[src/rtl/hangman_pkg.sv]
// Shared Hangman definitions: letter-code width and count, default lives,
// letter code constants and the guess issuer state encoding.
package hangman_pkg;
  localparam int LETTER_W      = 5;
  localparam int NUM_LETTERS   = 26;
  localparam int LIVES_DEFAULT = 6;

  localparam logic [LETTER_W-1:0] LTR_A = 5'd0,  LTR_B = 5'd1,  LTR_C = 5'd2,  LTR_D = 5'd3;
  localparam logic [LETTER_W-1:0] LTR_E = 5'd4,  LTR_F = 5'd5,  LTR_G = 5'd6,  LTR_H = 5'd7;
  localparam logic [LETTER_W-1:0] LTR_I = 5'd8,  LTR_J = 5'd9,  LTR_K = 5'd10, LTR_L = 5'd11;
  localparam logic [LETTER_W-1:0] LTR_M = 5'd12, LTR_N = 5'd13, LTR_O = 5'd14, LTR_P = 5'd15;
  localparam logic [LETTER_W-1:0] LTR_Q = 5'd16, LTR_R = 5'd17, LTR_S = 5'd18, LTR_T = 5'd19;
  localparam logic [LETTER_W-1:0] LTR_U = 5'd20, LTR_V = 5'd21, LTR_W = 5'd22, LTR_X = 5'd23;
  localparam logic [LETTER_W-1:0] LTR_Y = 5'd24, LTR_Z = 5'd25;
  // Marks a word position that holds no letter.
  localparam logic [LETTER_W-1:0] LTR_NONE = 5'd31;

  typedef enum logic [1:0] {IDLE, ISSUE, WAIT_RESULT, OVER} state_t;
endpackage

[src/rtl/key_sync_edge.sv]
// Synchronizes a raw active-low key into clk and emits a one-cycle press
// pulse on each key-down (1->0), however long the key is held.
// Ports: clk, reset (sync, active high), key_n (raw key), press (pulse).
module key_sync_edge (
  input  logic clk,
  input  logic reset,
  input  logic key_n,
  output logic press
);
  logic s1, s2, dly;

  // Reset to the released level so leaving reset never fakes an edge.
  // press is registered, giving a clean glitch-free pulse to the consumer.
  always_ff @(posedge clk) begin
    if (reset) begin
      s1    <= 1'b1;
      s2    <= 1'b1;
      dly   <= 1'b1;
      press <= 1'b0;
    end else begin
      s1    <= key_n;
      s2    <= s1;
      dly   <= s2;
      press <= dly & ~s2;
    end
  end
endmodule

[src/rtl/guess_issuer.sv]
// Hangman player-side guess front end. Captures a letter on each submit key
// press, filters invalid (and optionally repeated) letters, issues the guess
// to the checker over a valid/ready handshake, then consumes the hit/miss
// verdict to maintain lives and win/lose status.
// Ports: clk, reset (sync, active high), letter_in, submit_n (raw key),
//   guess/guess_valid/guess_ready (issue handshake), result_valid/result_hit/
//   word_complete (verdict), lives, game_over, won, invalid_err, repeat_err.
// Build option: define REPEAT_CHECK_EN to track used letters and reject
//   repeats with repeat_err; otherwise repeats are issued like any guess.
module guess_issuer #(
  parameter int LETTER_W    = hangman_pkg::LETTER_W,
  parameter int NUM_LETTERS = hangman_pkg::NUM_LETTERS,
  parameter int LIVES       = hangman_pkg::LIVES_DEFAULT
) (
  input  logic                clk,
  input  logic                reset,
  input  logic [LETTER_W-1:0] letter_in,
  input  logic                submit_n,
  output logic [LETTER_W-1:0] guess,
  output logic                guess_valid,
  input  logic                guess_ready,
  input  logic                result_valid,
  input  logic                result_hit,
  input  logic                word_complete,
  output logic [2:0]          lives,
  output logic                game_over,
  output logic                won,
  output logic                invalid_err,
  output logic                repeat_err
);
  import hangman_pkg::*;

  localparam logic [LETTER_W-1:0] CODE_LIMIT = LETTER_W'(NUM_LETTERS);
  localparam logic [2:0]          LIVES_INIT = 3'(LIVES);

  state_t state, state_n;
  logic   press, take, inv_n;

  key_sync_edge u_submit (
    .clk   (clk),
    .reset (reset),
    .key_n (submit_n),
    .press (press)
  );

`ifdef REPEAT_CHECK_EN
  logic [NUM_LETTERS-1:0] used;
  logic                   rep_n;
`endif

  always_ff @(posedge clk) begin
    if (reset) state <= IDLE;
    else       state <= state_n;
  end

  always_comb begin
    state_n = state;
    take    = 1'b0;
    inv_n   = 1'b0;
`ifdef REPEAT_CHECK_EN
    rep_n   = 1'b0;
`endif
    unique case (state)
      IDLE: if (press) begin
        if (letter_in >= CODE_LIMIT) inv_n = 1'b1;
`ifdef REPEAT_CHECK_EN
        else if (used[letter_in])    rep_n = 1'b1;
`endif
        else begin
          take    = 1'b1;
          state_n = ISSUE;
        end
      end
      ISSUE: if (guess_ready) state_n = WAIT_RESULT;
      WAIT_RESULT: if (result_valid) begin
        if (result_hit) state_n = word_complete ? OVER : IDLE;
        // lives is pre-decrement here: 1 means this miss is the last.
        else            state_n = (lives <= 3'd1) ? OVER : IDLE;
      end
      OVER: state_n = OVER;
      default: state_n = IDLE;
    endcase
  end

  always_ff @(posedge clk) begin
    if (reset) begin
      guess       <= '0;
      lives       <= LIVES_INIT;
      won         <= 1'b0;
      invalid_err <= 1'b0;
    end else begin
      invalid_err <= inv_n;
      if (take) guess <= letter_in;
      if (state == WAIT_RESULT && result_valid) begin
        if (result_hit && word_complete)    won   <= 1'b1;
        if (!result_hit && lives != 3'd0)   lives <= lives - 3'd1;
      end
    end
  end

`ifdef REPEAT_CHECK_EN
  always_ff @(posedge clk) begin
    if (reset) begin
      used       <= '0;
      repeat_err <= 1'b0;
    end else begin
      repeat_err <= rep_n;
      if (take) used[letter_in] <= 1'b1;
    end
  end
`else
  assign repeat_err = 1'b0;
`endif

  assign guess_valid = (state == ISSUE);
  assign game_over   = (state == OVER);
endmodule
[config.mk]
export PLATFORM = sky130hd
export DESIGN_NAME = guess_issuer
export DESIGN_NICKNAME = d
export VERILOG_FILES = /design/src/rtl/hangman_pkg.sv /design/src/rtl/key_sync_edge.sv /design/src/rtl/guess_issuer.sv
export SDC_FILE = /design/constraint.sdc
export NUM_CORES = 1
export LEC_CHECK = 0
export CORE_UTILIZATION = 35
export DETAILED_ROUTE_END_ITERATION = 7
export PLACE_DENSITY = 0.66
export SLEW_MARGIN = 20
export SYNTH_ARGS = -nofsm -noshare
export SYNTH_HDL_FRONTEND = slang
export SYNTH_SLANG_ARGS = --single-unit
[constraint.sdc]
create_clock -name clk -period 2.7 [get_ports clk]
set_input_delay 0.54 -clock clk [delete_from_list [all_inputs] [get_ports clk]]
set_output_delay 0.54 -clock clk [all_outputs]
set_load 0.01 [all_outputs]
==> impl_metrics.xml, run 1 <==
<?xml version="1.0" encoding="UTF-8"?>
<metrics>
  <group name="power">
    <metric name="static_leakage" unit="nW">0.403</metric>
    <metric name="seqPwrFrac" unit="%">55.5</metric>
    <metric name="ir_worst_vdd" unit="mV">0.263</metric>
    <metric name="switching_share" unit="%">20.8</metric>
    <metric name="share_comb_of_total_power" unit="%">9.5</metric>
    <metric name="report.power.total" unit="mW">0.436</metric>
    <metric name="power_frac_clock" unit="%">35.0</metric>
    <metric name="cellPowerDensity" unit="nW/µm²">434</metric>
    <metric name="internal_power" unit="mW">0.345</metric>
    <metric name="netSwitchingPower" unit="mW">0.0907</metric>
  </group>
  <group name="timing">
    <metric name="timing.clock.skew" unit="ps">4.75</metric>
    <metric name="fin_tns_setup" unit="ps">0</metric>
    <metric name="worstMarginPinSlew" unit="ps">537</metric>
    <metric name="final.period_utilization" unit="%">75.8</metric>
    <metric name="highest_achievable_clock_rate" unit="GHz">0.489</metric>
    <metric name="report.final.hold_viol_count" unit="">0</metric>
    <metric name="final-setup-viol-count" unit="">0</metric>
    <metric name="drv_slew" unit="">0</metric>
    <metric name="layout_min_cycle_time" unit="ps">2050</metric>
    <metric name="slew_headroom" unit="%">64.1</metric>
    <metric name="rsz_0062_raised_after_global_routing" unit="">false</metric>
    <metric name="hold_ws" unit="ps">420</metric>
  </group>
  <group name="yosys">
    <metric name="yosysTopAreaCellShare" unit="%">44.4</metric>
    <metric name="postSynthRegisterBits" unit="">16</metric>
    <metric name="netlist_area" unit="µm²">722</metric>
    <metric name="library_cell_with_the_highest_instance_count_after_synthesis" unit="">sky130_fd_sc_hd__dfxtp_1</metric>
    <metric name="syn_avg_cell_area" unit="µm²">9.50</metric>
    <metric name="async_sr_flop_fraction" unit="%">0</metric>
    <metric name="synth-seq-area-share" unit="%">44.4</metric>
    <metric name="synth_top_area_cell" unit="">sky130_fd_sc_hd__dfxtp_1</metric>
    <metric name="ys_warn_count" unit="">0</metric>
    <metric name="synthesis.instances" unit="">76</metric>
    <metric name="synth_flop_cell" unit="">sky130_fd_sc_hd__dfxtp_1</metric>
    <metric name="synth_top_cells_by_count" unit="">sky130_fd_sc_hd__dfxtp_1 (16), sky130_fd_sc_hd__a21oi_1 (7), sky130_fd_sc_hd__inv_1 (5), sky130_fd_sc_hd__nand3_1 (5), sky130_fd_sc_hd__o21ai_0 (5)</metric>
    <metric name="yosys_cell_types" unit="">33</metric>
    <metric name="synth_nets" unit="">91</metric>
    <metric name="synth_edf_count" unit="">0</metric>
    <metric name="post_synth_main_area_contributors" unit="">sky130_fd_sc_hd__dfxtp_1 (44%), sky130_fd_sc_hd__ha_1 (5.2%), sky130_fd_sc_hd__a21oi_1 (4.9%)</metric>
  </group>
  <group name="drt">
    <metric name="antenna_violating_nets_post_route" unit="">0</metric>
    <metric name="drcViolationCount" unit="">0</metric>
    <metric name="via_count" unit="">628</metric>
    <metric name="dr.first_iter.drc_count" unit="">6</metric>
    <metric name="wl_per_cell" unit="µm">11.2</metric>
    <metric name="dr.pass1.iters" unit="">4</metric>
    <metric name="route.detailed.vias_per_inst" unit="">4.94</metric>
    <metric name="wirelength" unit="µm">1420</metric>
  </group>
  <group name="placement">
    <metric name="dpl.hpwl" unit="µm">1080</metric>
    <metric name="place_congestion" unit="">0.730</metric>
    <metric name="port_buffers" unit="">23</metric>
    <metric name="numPlacedInstances" unit="">123</metric>
  </group>
  <group name="worst_setup_path">
    <metric name="critical_path_buf_inv_count" unit="">2</metric>
    <metric name="timing_worst_setup_path_type" unit="">flip-flop to output port</metric>
    <metric name="crit_chain" unit="">inv_1, nor2_1, clkdlybuf4s50_1</metric>
    <metric name="required" unit="ps">2160</metric>
    <metric name="crit_arrival" unit="ps">1510</metric>
    <metric name="setup.worst_path.start_class" unit="">flip-flop</metric>
    <metric name="crit_path_end_kind" unit="">output port</metric>
    <metric name="timing.critical_path.slowest_cell_delay" unit="ps">530</metric>
    <metric name="crit_slowest_cell" unit="">sky130_fd_sc_hd__clkdlybuf4s50_1</metric>
    <metric name="critPathTopFamily" unit="">buffers and inverters</metric>
    <metric name="timing.critical_path.fanout_max" unit="">9</metric>
  </group>
  <group name="clock_tree">
    <metric name="cts-htree-levels" unit="">1</metric>
    <metric name="numCtsBuffers" unit="">3</metric>
    <metric name="clock_tree.buffer_depth" unit="">2</metric>
    <metric name="clkLatencyLatePin" unit="ps">280</metric>
    <metric name="tritoncts" unit="">done</metric>
    <metric name="postCtsSetupBuffers" unit="">0</metric>
    <metric name="cts-hold-fix-buffers" unit="">0</metric>
    <metric name="clock_sinks" unit="">16</metric>
    <metric name="post_cts.resized_instances" unit="">0</metric>
    <metric name="root_buffer" unit="">sky130_fd_sc_hd__clkbuf_4</metric>
    <metric name="clk_transition_reported_paths" unit="ps">90</metric>
  </group>
  <group name="global_route">
    <metric name="final_global_route_overflow_total" unit="">0</metric>
    <metric name="grt_pass1_wl" unit="µm">2040</metric>
    <metric name="antenna_found_initial" unit="">0</metric>
    <metric name="first_global_vias" unit="">496</metric>
    <metric name="grt_usage" unit="%">13.2</metric>
    <metric name="grt_start_max_net_pins" unit="">16</metric>
  </group>
  <group name="cells_and_area">
    <metric name="diodes" unit="">0</metric>
    <metric name="finish.net_count" unit="">116</metric>
    <metric name="final_core_utilization" unit="%">51.7</metric>
    <metric name="final_cells" unit="">127</metric>
    <metric name="layout-area-overhead-vs-synth" unit="%">39.0</metric>
    <metric name="post_route_cells_drive_above_1_share" unit="%">11.0</metric>
  </group>
  <group name="floorplan">
    <metric name="floorplan.initialDensity" unit="%">37.2</metric>
    <metric name="dieArea" unit="µm²">2250</metric>
    <metric name="core_area" unit="µm²">1940</metric>
    <metric name="boundaryPins" unit="">25</metric>
    <metric name="die_x" unit="µm">47.4</metric>
    <metric name="core.rowCount" unit="">16</metric>
    <metric name="chipHeight" unit="µm">47.4</metric>
  </group>
  <group name="status">
    <metric name="status" unit="">finished clean</metric>
  </group>
  <group name="min_path">
    <metric name="worstHoldPathType" unit="">flip-flop to flip-flop</metric>
  </group>
  <group name="flow_run">
    <metric name="cap_viol_max_count" unit="">0</metric>
  </group>
</metrics>
==> power groups by stage <==
stage          combinational (mW)  sequential (mW)  clock, mW
2_1_floorplan              0.0148            0.248          0
3_3_place_gp               0.0410            0.247          0
4_1_cts                    0.0417            0.242      0.157
3_5_place_dp               0.0414            0.248          0
6_report                   0.0413            0.242      0.153
5_1_grt                    0.0451            0.243      0.170
==> through the flow <==
stage               instance area, µm²  setup slack [ps]
finish                            1000               655
global route                      1000               543
CTS                               1000               635
detailed placement                 967               724
global placement                   967               750
floorplan                          722              1060
==> state kept, by name, indices dropped and copies added (netlist names) <==
signal and count:
u_submit.dly 1, state 2, u_submit.s1 1, u_submit.s2 1
won 1, u_submit.press 1, guess 5, invalid_err 1
lives 3
==> worst register-to-register path, stage by stage (launching register included) <==
cell and delay, ps:
sky130_fd_sc_hd__dfxtp_1 430, sky130_fd_sc_hd__inv_1 70, sky130_fd_sc_hd__ha_1 210, sky130_fd_sc_hd__ha_1 230, sky130_fd_sc_hd__or3_1 390, sky130_fd_sc_hd__a211o_1 300
==> final timing paths <==
kind / start / endpoint / slack (ps) / depth (start not counted)
setup / recovery: state[0] / guess_valid / 650 / 3
hold / removal: u_submit.s1 / u_submit.s2 / 420 / 1
setup reg to reg: lives[0] / lives[1] / 990 / 5
hold reg to reg: u_submit.s1 / u_submit.s2 / 420 / 1
==> cell type report <==
type | count | area, µm²
sequential | 16 | 320
inverter | 5 | 18.8
clock buffer | 4 | 36.3
fill | 191 | 938
multi-input combinational | 52 | 364
timing repair buffer | 23 | 230
tap | 27 | 33.8
==> layout by cell type (no fill, tap or decap), drive strengths merged, types with 2 or more instances in the layout <==
cell type,netlist,layout
a211o,2,2
a21oi,7,7
clkbuf,1,4
clkdlybuf4s50,0,23
dfxtp,16,16
ha,3,3
inv,5,5
nand3,5,5
nor2,4,4
nor3b,2,2
nor4,2,2
o21ai,5,5
or2,3,3
==> cell families after synthesis <==
logic type | Yosys count | synth area share (%)
adder cells (fa/ha/maj) | 3 | 5.20
other | 1 | 0.519
buffers and inverters | 8 | 5.20
AO/OA/AOI/OAI | 23 | 22.2
AND/OR/NAND/NOR | 25 | 22.5
flip-flops | 16 | 44.4
==> routing by layer <==
layer	GRT usage, %	vias up	share of wire, %
met2	23.0	22	47
li1	-	323	-
met3	2.26	2	6.5
met5	0	-	0
met1	15.5	281	45
met4	6.86	0	0.85
(Power assumes the default switching activity.)
==> run 2, diff against run 1 <==
PLACE_DENSITY = 0.68   (was 0.66)
clock period = 1.8 ns   (was 2.7 ns; I/O delays follow)
==> impl_metrics.xml, run 2 (same netlist as run 1, synthesis figures left out) <==
<?xml version="1.0" encoding="UTF-8"?>
<metrics>
  <group name="timing">
    <metric name="rsz_0062_raised_after_global_routing" unit="">false</metric>
    <metric name="worstMarginPinSlew" unit="ps">520</metric>
    <metric name="highest_achievable_clock_rate" unit="GHz">0.585</metric>
    <metric name="setup_ws" unit="ps">89.2</metric>
    <metric name="layout_min_cycle_time" unit="ps">1710</metric>
    <metric name="report.final.hold_viol_count" unit="">0</metric>
    <metric name="final-setup-viol-count" unit="">0</metric>
    <metric name="slew_headroom" unit="%">65.3</metric>
    <metric name="final.period_utilization" unit="%">95.0</metric>
    <metric name="drv_slew" unit="">0</metric>
    <metric name="fin_tns_setup" unit="ps">0</metric>
    <metric name="timing.clock.skew" unit="ps">3.84</metric>
  </group>
  <group name="global_route">
    <metric name="grt_start_max_net_pins" unit="">10</metric>
    <metric name="antenna_found_initial" unit="">0</metric>
    <metric name="grt_pass1_wl" unit="µm">2270</metric>
    <metric name="grt_usage" unit="%">14.8</metric>
    <metric name="final_global_route_overflow_total" unit="">0</metric>
    <metric name="first_global_vias" unit="">535</metric>
  </group>
  <group name="worst_setup_path">
    <metric name="crit_slowest_cell" unit="">sky130_fd_sc_hd__dfxtp_1</metric>
    <metric name="crit_arrival" unit="ps">1880</metric>
    <metric name="critical_path_buf_inv_count" unit="">1</metric>
    <metric name="crit_path_end_kind" unit="">flip-flop</metric>
    <metric name="timing.critical_path.slowest_cell_delay" unit="ps">430</metric>
    <metric name="worst_path_most_repeated_cell" unit="">sky130_fd_sc_hd__ha_1</metric>
    <metric name="timing.critical_path.fanout_max" unit="">6</metric>
    <metric name="crit_chain" unit="">inv_1, ha_1, ha_1, or3_1, a211o_1</metric>
    <metric name="critPathTopFamily" unit="">adder cells</metric>
    <metric name="timing_worst_setup_path_type" unit="">flip-flop to flip-flop</metric>
    <metric name="setup.worst_path.start_class" unit="">flip-flop</metric>
    <metric name="required" unit="ps">1970</metric>
  </group>
  <group name="clock_tree">
    <metric name="root_buffer" unit="">sky130_fd_sc_hd__clkbuf_4</metric>
    <metric name="postCtsSetupBuffers" unit="">0</metric>
    <metric name="cts-htree-levels" unit="">1</metric>
    <metric name="clock_tree.buffer_depth" unit="">2</metric>
    <metric name="post_cts.resized_instances" unit="">2</metric>
    <metric name="numCtsBuffers" unit="">3</metric>
    <metric name="tritoncts" unit="">done</metric>
    <metric name="clkLatencyLatePin" unit="ps">280</metric>
    <metric name="clk_transition_reported_paths" unit="ps">90</metric>
    <metric name="cts-hold-fix-buffers" unit="">0</metric>
    <metric name="clock_sinks" unit="">16</metric>
  </group>
  <group name="floorplan">
    <metric name="dieArea" unit="µm²">2250</metric>
    <metric name="floorplan.initialDensity" unit="%">37.2</metric>
    <metric name="core_area" unit="µm²">1940</metric>
    <metric name="boundaryPins" unit="">25</metric>
    <metric name="chipHeight" unit="µm">47.4</metric>
    <metric name="core.rowCount" unit="">16</metric>
    <metric name="die_x" unit="µm">47.4</metric>
  </group>
  <group name="drt">
    <metric name="dr.first_iter.drc_count" unit="">7</metric>
    <metric name="wl_per_cell" unit="µm">11.0</metric>
    <metric name="via_count" unit="">650</metric>
    <metric name="wirelength" unit="µm">1410</metric>
    <metric name="dr.pass1.iters" unit="">4</metric>
    <metric name="drcViolationCount" unit="">0</metric>
    <metric name="antenna_violating_nets_post_route" unit="">0</metric>
    <metric name="route.detailed.vias_per_inst" unit="">5.04</metric>
  </group>
  <group name="cells_and_area">
    <metric name="layout.cells.most_common" unit="">sky130_fd_sc_hd__clkdlybuf4s50_1</metric>
    <metric name="layout.cells.most_common_list" unit="">sky130_fd_sc_hd__clkdlybuf4s50_1 (22), sky130_fd_sc_hd__dfxtp_1 (14), sky130_fd_sc_hd__a21oi_1 (7)</metric>
    <metric name="diodes" unit="">0</metric>
    <metric name="post_route_cells_drive_above_1_share" unit="%">14.7</metric>
    <metric name="finish.net_count" unit="">118</metric>
    <metric name="largest_register_ffs" unit="">5</metric>
    <metric name="largest_register" unit="">guess</metric>
    <metric name="reg.largest.list" unit="">guess x5, lives x3, state x2</metric>
    <metric name="layout-area-overhead-vs-synth" unit="%">42.5</metric>
  </group>
  <group name="power">
    <metric name="seqPwrFrac" unit="%">55.1</metric>
    <metric name="power_frac_clock" unit="%">34.8</metric>
    <metric name="netSwitchingPower" unit="mW">0.136</metric>
    <metric name="share_comb_of_total_power" unit="%">10.0</metric>
    <metric name="static_leakage" unit="nW">0.432</metric>
    <metric name="ir_worst_vdd" unit="mV">0.411</metric>
    <metric name="cellPowerDensity" unit="nW/µm²">635</metric>
    <metric name="switching_share" unit="%">20.8</metric>
    <metric name="internal_power" unit="mW">0.518</metric>
  </group>
  <group name="placement">
    <metric name="place_congestion" unit="">0.790</metric>
    <metric name="port_buffers" unit="">23</metric>
    <metric name="detailedPlace.worstSlack" unit="ps">27.2</metric>
    <metric name="dpl.hpwl" unit="µm">1120</metric>
  </group>
  <group name="min_path">
    <metric name="worstHoldPathType" unit="">flip-flop to flip-flop</metric>
  </group>
  <group name="status">
    <metric name="status" unit="">finished clean</metric>
  </group>
  <group name="flow_run">
    <metric name="cap_viol_max_count" unit="">0</metric>
  </group>
</metrics>
run 2: worst paths after layout:
| check | from | endpoint | slack (ps) | cells past startpoint |
|---|---|---|---|---|
| setup / recovery | lives[0] | lives[2] | 90 | 5 |
| hold / removal | u_submit.dly | u_submit.press | 410 | 2 |
| setup reg to reg | lives[0] | lives[2] | 90 | 5 |
| hold reg to reg | u_submit.dly | u_submit.press | 410 | 2 |
run 2: final cells by class:
| type | count | area [µm²] |
|---|---|---|
| clock buffer | 4 | 36.3 |
| sequential | 16 | 328 |
| timing repair buffer | 25 | 248 |
| tap | 27 | 33.8 |
| inverter | 5 | 18.8 |
| multi-input combinational | 52 | 364 |
| fill | 191 | 913 |
run 2: through the flow:
| step | area, µm² | instances | total power, mW | utilization (%) | hold WS [ps] |
|---|---|---|---|---|---|
| 5_1_grt | 1030 | 129 | 0.693 | 53.0 | 444 |
| 4_1_cts | 1020 | 129 | 0.666 | 52.6 | 415 |
| 2_1_floorplan | 722 | 76 | 0.394 | - | 389 |
| 6_report | 1030 | 129 | 0.654 | 53.0 | 411 |
| 3_3_place_gp | 982 | 125 | 0.436 | 50.6 | 394 |
| 3_5_place_dp | 982 | 125 | 0.437 | 50.6 | 401 |
run 2: power by group through the flow:
stage / Clock, mW / Combinational (mW) / Sequential, mW
5_1_grt: 0.260 / 0.0716 / 0.362
4_1_cts: 0.237 / 0.0659 / 0.363
6_report: 0.228 / 0.0655 / 0.360
2_1_floorplan: 0 / 0.0223 / 0.372
3_3_place_gp: 0 / 0.0648 / 0.371
3_5_place_dp: 0 / 0.0654 / 0.371
run 2: worst register-to-register path, stage by stage (launching register included):
cell                      delay [ps]
sky130_fd_sc_hd__dfxtp_1         430
sky130_fd_sc_hd__inv_1            70
sky130_fd_sc_hd__ha_1            210
sky130_fd_sc_hd__ha_1            230
sky130_fd_sc_hd__or3_1           380
sky130_fd_sc_hd__a211o_1         300
run 2: layer usage:
metal  track usage (%)  wire (µm)  up-vias
met3              4.91        121        0
met5                 0          0        -
met4              6.86          0        0
met2              23.8        624       24
li1                  -          -      335
met1              17.9        667      291
